==> src/rtl/window_buffer_5x5.sv <==
// Sliding 5x5 pixel window built from five vertically aligned row streams.
// A column enters on each valid beat. done_o marks a complete in-row window; progress_done_o marks the frame's last window.
module window_buffer_5x5 #(
    parameter int COLS = 7,
    parameter int ROWS = 7
) (
    input  logic       clk,
    input  logic       rst,
    // done_i qualifies S1_i..S5_i for one beat. There is no ready: every valid beat is consumed on that edge.
    input  logic       done_i,
    input  logic [7:0] S1_i,
    input  logic [7:0] S2_i,
    input  logic [7:0] S3_i,
    input  logic [7:0] S4_i,
    input  logic [7:0] S5_i,
    output logic [7:0] S1_o,
    output logic [7:0] S2_o,
    output logic [7:0] S3_o,
    output logic [7:0] S4_o,
    output logic [7:0] S5_o,
    output logic [7:0] S6_o,
    output logic [7:0] S7_o,
    output logic [7:0] S8_o,
    output logic [7:0] S9_o,
    output logic [7:0] S10_o,
    output logic [7:0] S11_o,
    output logic [7:0] S12_o,
    output logic [7:0] S13_o,
    output logic [7:0] S14_o,
    output logic [7:0] S15_o,
    output logic [7:0] S16_o,
    output logic [7:0] S17_o,
    output logic [7:0] S18_o,
    output logic [7:0] S19_o,
    output logic [7:0] S20_o,
    output logic [7:0] S21_o,
    output logic [7:0] S22_o,
    output logic [7:0] S23_o,
    output logic [7:0] S24_o,
    output logic [7:0] S25_o,
    output logic       done_o,
    output logic       progress_done_o
);

    localparam int CW = $clog2(COLS);
    localparam int RW = $clog2(ROWS);
    localparam logic [CW-1:0] COL_LAST      = CW'(COLS - 1);
    localparam logic [CW-1:0] COL_FIRST_WIN = CW'(4);
    localparam logic [RW-1:0] ROW_LAST      = RW'(ROWS - 5);

    logic [7:0]    win [0:4][0:4];
    logic [7:0]    s_col [0:4];
    logic [CW-1:0] col;
    logic [RW-1:0] row;

    assign s_col[0] = S1_i;
    assign s_col[1] = S2_i;
    assign s_col[2] = S3_i;
    assign s_col[3] = S4_i;
    assign s_col[4] = S5_i;

    // Window registers are left alone at row start; done_o masks the stale columns.
    always_ff @(posedge clk or negedge rst) begin
        if (!rst) begin
            for (int r = 0; r < 5; r++) begin
                for (int c = 0; c < 5; c++) begin
                    win[r][c] <= '0;
                end
            end
            col             <= '0;
            row             <= '0;
            done_o          <= 1'b0;
            progress_done_o <= 1'b0;
        end else begin
            done_o          <= done_i && (col >= COL_FIRST_WIN);
            progress_done_o <= done_i && (col == COL_LAST) && (row == ROW_LAST);
            if (done_i) begin
                for (int r = 0; r < 5; r++) begin
                    for (int c = 0; c < 4; c++) begin
                        win[r][c] <= win[r][c+1];
                    end
                    win[r][4] <= s_col[r];
                end
                if (col == COL_LAST) begin
                    col <= '0;
                    row <= (row == ROW_LAST) ? '0 : row + 1'b1;
                end else begin
                    col <= col + 1'b1;
                end
            end
        end
    end

    assign S1_o  = win[0][0];
    assign S2_o  = win[0][1];
    assign S3_o  = win[0][2];
    assign S4_o  = win[0][3];
    assign S5_o  = win[0][4];
    assign S6_o  = win[1][0];
    assign S7_o  = win[1][1];
    assign S8_o  = win[1][2];
    assign S9_o  = win[1][3];
    assign S10_o = win[1][4];
    assign S11_o = win[2][0];
    assign S12_o = win[2][1];
    assign S13_o = win[2][2];
    assign S14_o = win[2][3];
    assign S15_o = win[2][4];
    assign S16_o = win[3][0];
    assign S17_o = win[3][1];
    assign S18_o = win[3][2];
    assign S19_o = win[3][3];
    assign S20_o = win[3][4];
    assign S21_o = win[4][0];
    assign S22_o = win[4][1];
    assign S23_o = win[4][2];
    assign S24_o = win[4][3];
    assign S25_o = win[4][4];

endmodule

==> config.mk <==
export PLATFORM = sky130hd
export DESIGN_NAME = window_buffer_5x5
export DESIGN_NICKNAME = d
export VERILOG_FILES = /design/src/rtl/window_buffer_5x5.sv
export SDC_FILE = /design/constraint.sdc
export NUM_CORES = 1
export LEC_CHECK = 0
export ABC_AREA = 1
export CORE_MARGIN = 5
export CORE_UTILIZATION = 50
export CTS_BUF_LIST = sky130_fd_sc_hd__clkbuf_4
export DETAILED_ROUTE_END_ITERATION = 8
export GPL_TIMING_DRIVEN = 0
export PLACE_DENSITY = 0.85
export SKIP_CTS_REPAIR_TIMING = 1
export SYNTH_ARGS = -nofsm -noshare
export SYNTH_HDL_FRONTEND = slang
export SYNTH_SLANG_ARGS = --single-unit
export TNS_END_PERCENT = 50
==> constraint.sdc <==
create_clock -name clk -period 1.38 [get_ports clk]
set_clock_uncertainty 0.05 [all_clocks]
set_input_delay 0.276 -clock clk [delete_from_list [all_inputs] [get_ports clk]]
set_output_delay 0.276 -clock clk [all_outputs]
set_load 0.05 [all_outputs]
==> impl_metrics.env, run 1 <==
export IMPL_status="complete, but fails checks"
export IMPL_failed_checks="negative hold slack, negative setup slack"
export IMPL_final_util=0.754
export IMPL_grt_pass1_wl_mm=34.0
export IMPL_rows=46
export IMPL_synth_top_area_share=0.658
export IMPL_numCtsBuffers=54
export IMPL_coreArea_sq_mm=0.0157
export IMPL_critical_path_buf_inv_count=1
export IMPL_rsz0062_at_grt="yes"
export IMPL_die_h_microns=136
export IMPL_n_fill_cell=1043
export IMPL_drive_gt1_frac=0.377
export IMPL_clk_path_buf_depth=3
export IMPL_ios=245
export IMPL_nets=1128
export IMPL_ys_seq_area_frac=0.658
export IMPL_antenna_found_initial=1
export IMPL_min_period_over_period=1.14
export IMPL_leakage_uw=0.00588
export IMPL_first_global_vias=6727
export IMPL_ys_types=16
export IMPL_place_gp_congestion=0.816
export IMPL_insertion_delay_ns=0.63
export IMPL_cts_root_buffer_cell="clkbuf_4"
export IMPL_drc=0
export IMPL_track_usage=0.234
export IMPL_netlist_top_cells_area="dfrtp_1, a21oi_1, o21ai_0, nand2_1, mux2_2"
export IMPL_worst_setup_path_end_kind="output port"
export IMPL_dp_hpwl_mm=15.1
export IMPL_drt_initial_drc_count=296
export IMPL_vias=6605
export IMPL_power_uw=19100
export IMPL_period_needed_ns=1.57
export IMPL_met1_usage=0.282
export IMPL_synth_warnings=0
export IMPL_syn_inst=728
export IMPL_cp_data_arrival_time_ns=1.25
export IMPL_io_buffers=243
export IMPL_area_growth_pct=49.8
export IMPL_fin_setup_tns_ns=-26.55
export IMPL_grt_overflow=0
export IMPL_vias_per_cell=4.95
export IMPL_pwr_density_cell_mw_per_mm2=1610
export IMPL_critPathKind="flip-flop to output port"
export IMPL_syn_cell_area_sq_mm=0.00791
export IMPL_postRouteAntennaNets=0
export IMPL_max_stage_delay_ns=0.41
export IMPL_met3_usage=0.0780
export IMPL_grtUsageMet2=0.394
export IMPL_clkTransAtPathRegs_ns=0.07
export IMPL_timing_final_ws_setup_ns=-0.194
export IMPL_peakVddDrop_uv=933
export IMPL_finalHoldViolations=102
export IMPL_grt_max_degree=107
export IMPL_dieArea_sq_mm=0.0184
export IMPL_crit_fanout=2
export IMPL_slew_viol_final=0
export IMPL_synth_top_cell_by_area="dfrtp_1"
export IMPL_syn_area_per_cell_sq_um=10.9
export IMPL_worst_pin_slew_ns=0.776
export IMPL_hp_class="input port to async pin"
export IMPL_critPathTopFamily="flip-flops"
export IMPL_cap_violations=0
export IMPL_path_cells="buf_4"
export IMPL_cts_tree="done"
export IMPL_cts_sinks=208
export IMPL_cp_required_ns=1.05
export IMPL_die_w_microns=136
export IMPL_start_util=0.504
export IMPL_wl_per_cell_microns=17.3
export IMPL_clock_fmax_mhz=635
export IMPL_ys_ff_latch=208
export IMPL_syn_nets=771
export IMPL_slew_headroom=0.483
export IMPL_grt_busiest_layer="met2"
export IMPL_start_kind="flip-flop"
export IMPL_setup_violations=202
export IMPL_routed_wl_mm=23.1
export IMPL_dr_pass1_iters=4
export IMPL_slowest_stage="dfrtp_1"
export IMPL_place_ws_ns=-0.180
export IMPL_whs_ns=-0.379
export IMPL_htree_levels=2
==> metrics by stage <==
| stage | instances | area, sq um |
|---|---|---|
| floorplan | 728 | 7910 |
| global placement | 1187 | 10600 |
| detailed placement | 1188 | 10600 |
| CTS | 1277 | 11300 |
| global route | 1335 | 11900 |
| finish | 1335 | 11900 |
==> synthesized netlist by cell type (all sizes together) <==
cell type  number
dfrtp         208
nand3           4
inv            87
buf            33
nand4           1
nand2         100
nor3            1
mux2           40
o21ai          81
clkbuf          8
a21oi          82
nor2           83
==> power by group <==
| part | total (uW) | switching, uW | internal (uW) |
|---|---|---|---|
| Clock | 5060 | 2340 | 2720 |
| Combinational | 6420 | 4170 | 2250 |
| Sequential | 7660 | 728 | 6930 |
| Total | 19100 | 7240 | 11900 |
==> cells by family after synthesis <==
| group | count (synthesis) | share of synthesized area |
|---|---|---|
| AOI/OAI and AO/OA | 163 | 0.103 |
| buffers and inverters | 128 | 0.0840 |
| DFF | 208 | 0.658 |
| muxes | 40 | 0.0617 |
| and+or+nand+nor | 189 | 0.0933 |
==> path summary, 6_finish.rpt <==
| check | start | endpoint | slack [ns] | depth (start not counted) |
|---|---|---|---|---|
| min in group clk | done_i | done_o | 0.06 | 4 |
| worst min-delay path | rst | S21_o[2] | -0.38 | 1 |
| worst max-delay path | S21_o[2] | S21_o[2] | -0.19 | 1 |
| max in group asynchronous | rst | row[0] | 0.67 | 2 |
| worst min register to register | row[0] | progress_done_o | 0.47 | 1 |
| worst max register to register | col[0] | row[2] | 0.35 | 5 |
==> layout by cell type, fill, tap and decap left out, types with 40 or more instances in the layout <==
master           count
a21oi_1             82
nand2_1            100
o21ai_0             81
dfrtp_1            208
clkdlybuf4s50_1     40
buf_4               81
clkbuf_4            95
nor2_1              83
inv_1               87
buf_6              188
==> cell type report <==
class / instances / area (sq um) / share of cell area
clock buffer: 84 / 631 / 0.0532
buffer: 41 / 338 / 0.0285
inverter: 87 / 327 / 0.0276
sequential: 208 / 5200 / 0.439
timing repair buffer: 301 / 3020 / 0.255
tap: 216 / 270 / 0.0228
clock inverter: 5 / 18.8 / 0.00158
antenna: 1 / 2.50 / 0.000211
multi-input combinational: 392 / 2040 / 0.172
==> per-layer routing <==
| metal | routed length (microns) | part of all wire |
|---|---|---|
| met1 | 8560 | 0.37 |
| met2 | 12200 | 0.53 |
| met3 | 1780 | 0.077 |
| met4 | 550 | 0.024 |
| met5 | 0 | 0 |
Power figures use the tool's default switching activity.
==> run 2: changes to the inputs <==
--- a/config.mk
+++ b/config.mk
@@ -6,6 +6,7 @@
 export NUM_CORES = 1
 export LEC_CHECK = 0
 export ABC_AREA = 1
+export CAP_MARGIN = 20
 export CORE_MARGIN = 5
 export CORE_UTILIZATION = 50
 export CTS_BUF_LIST = sky130_fd_sc_hd__clkbuf_4
==> results of run 2 <==
The final DEF is identical to that of run 1; final timing and power are the same.
==> run 3: changes to the inputs <==
--- a/config.mk
+++ b/config.mk
@@ -13,6 +13,7 @@
 export DETAILED_ROUTE_END_ITERATION = 8
 export GPL_TIMING_DRIVEN = 0
 export PLACE_DENSITY = 0.85
+export REMOVE_ABC_BUFFERS = 1
 export SKIP_CTS_REPAIR_TIMING = 1
 export SYNTH_ARGS = -nofsm -noshare
 export SYNTH_HDL_FRONTEND = slang
==> impl_metrics.env, run 3 (synthesis results as in run 1) <==
export IMPL_whs_ns=-0.380
export IMPL_timing_final_ws_setup_ns=-0.178
export IMPL_clock_fmax_mhz=642
export IMPL_status="complete, but fails checks"
export IMPL_critical_path_buf_inv_count=1
export IMPL_slew_viol_final=0
export IMPL_cts_tree="done"
export IMPL_setup_violations=203
export IMPL_place_gp_congestion=0.759
export IMPL_power_uw=18900
export IMPL_nets=1086
export IMPL_insertion_delay_ns=0.61
export IMPL_htree_levels=2
export IMPL_grt_max_degree=167
export IMPL_cap_violations=0
export IMPL_track_usage=0.199
export IMPL_fin_setup_tns_ns=-24.56
export IMPL_crit_fanout=3
export IMPL_rsz0062_at_grt="yes"
export IMPL_grt_pass1_wl_mm=29.5
export IMPL_worst_pin_slew_ns=0.893
export IMPL_critPathKind="flip-flop to output port"
export IMPL_finalHoldViolations=99
export IMPL_routed_wl_mm=21.0
export IMPL_slew_headroom=0.403
export IMPL_hp_class="input port to async pin"
export IMPL_coreArea_sq_mm=0.0157
export IMPL_rows=46
export IMPL_mostFrequentLayoutCell="dfrtp_1"
export IMPL_place_ws_ns=-0.751
export IMPL_min_period_over_period=1.13
export IMPL_n_fill_cell=1026
export IMPL_grt_overflow=0
export IMPL_worst_setup_path_end_kind="output port"
export IMPL_r2r_slack_ns=0.31
export IMPL_cp_data_arrival_time_ns=1.23
export IMPL_first_global_vias=5973
export IMPL_clkTransAtPathRegs_ns=0.07
export IMPL_r2r_start="col[0]"
export IMPL_start_util=0.504
export IMPL_dieArea_sq_mm=0.0184
export IMPL_drive_gt1_frac=0.350
export IMPL_rr_worst_depth=5
export IMPL_die_w_microns=136
export IMPL_clk_path_buf_depth=3
export IMPL_pwr_density_cell_mw_per_mm2=1630
export IMPL_reg2reg_to="row[0]"
export IMPL_slowest_stage="dfrtp_1"
export IMPL_cts_root_buffer_cell="clkbuf_4"
export IMPL_cp_required_ns=1.05
export IMPL_numCtsBuffers=51
export IMPL_postRouteAntennaNets=0
export IMPL_drt_initial_drc_count=281
export IMPL_peakVddDrop_uv=1310
export IMPL_die_h_microns=136
export IMPL_dr_pass1_iters=4
export IMPL_ios=245
export IMPL_period_needed_ns=1.56
export IMPL_antenna_found_initial=0
export IMPL_max_stage_delay_ns=0.43
export IMPL_cts_sinks=208
export IMPL_vias=6240
export IMPL_failed_checks="negative hold slack, negative setup slack"
export IMPL_wl_per_cell_microns=16.2
export IMPL_vias_per_cell=4.81
export IMPL_start_kind="flip-flop"
export IMPL_critPathTopFamily="flip-flops"
export IMPL_leakage_uw=0.00571
export IMPL_io_buffers=244
export IMPL_antenna_cells=0
export IMPL_final_cell_mix="dfrtp_1, buf_6, nand2_1"
export IMPL_area_growth_pct=46.7
export IMPL_drc=0
export IMPL_dp_hpwl_mm=12.4
export IMPL_path_cells="buf_6"
run 3: report_power, final:
part	switching [uW]	internal [uW]	total, uW	leakage, uW
clock	2390	2540	4940	0.000376
sequential	730	6930	7660	0.00245
combinational	4140	2210	6350	0.00289
run 3: area by class of cell:
class | instances | area, sq um | share of cell area
Tap cell | 216 | 270 | 0.0233
Clock inverter | 21 | 105 | 0.00906
Sequential cell | 208 | 5200 | 0.449
Clock buffer | 70 | 526 | 0.0453
Inverter | 87 | 327 | 0.0281
Multi-Input combinational cell | 392 | 2040 | 0.176
Timing Repair Buffer | 303 | 3130 | 0.270
run 3: how the worst max path moves through the flow:
stage	start	endpoint	slack, ns	cells after the start
6_report	S18_o[4]	S18_o[4]	-0.18	1
5_1_grt	S23_o[3]	S23_o[3]	-0.26	1
4_1_cts	S16_o[1]	S16_o[1]	-0.88	1
3_5_place_dp	done_i	S15_o[2]	-0.75	4
3_3_place_gp	done_i	S17_o[1]	-9.32	3
2_1_floorplan	S10_o[0]	S10_o[0]	0.32	1
run 3: layer usage:
| layer | GRT usage | vias up | routed length, microns |
|---|---|---|---|
| li1 | - | 2977 | - |
| met1 | 0.240 | 2999 | 8110 |
| met2 | 0.323 | 233 | 10600 |
| met3 | 0.0888 | 31 | 1940 |
| met4 | 0.0577 | 0 | 358 |
| met5 | 0 | - | 0 |
run 3: per-stage QoR:
step / instance area [sq um] / utilization / cells
after floorplan: 7570 / - / 687
after global placement: 10300 / 0.655 / 1147
after detailed placement: 10400 / 0.661 / 1150
after CTS: 11000 / 0.701 / 1241
after global routing: 11600 / 0.739 / 1297
final: 11600 / 0.739 / 1297
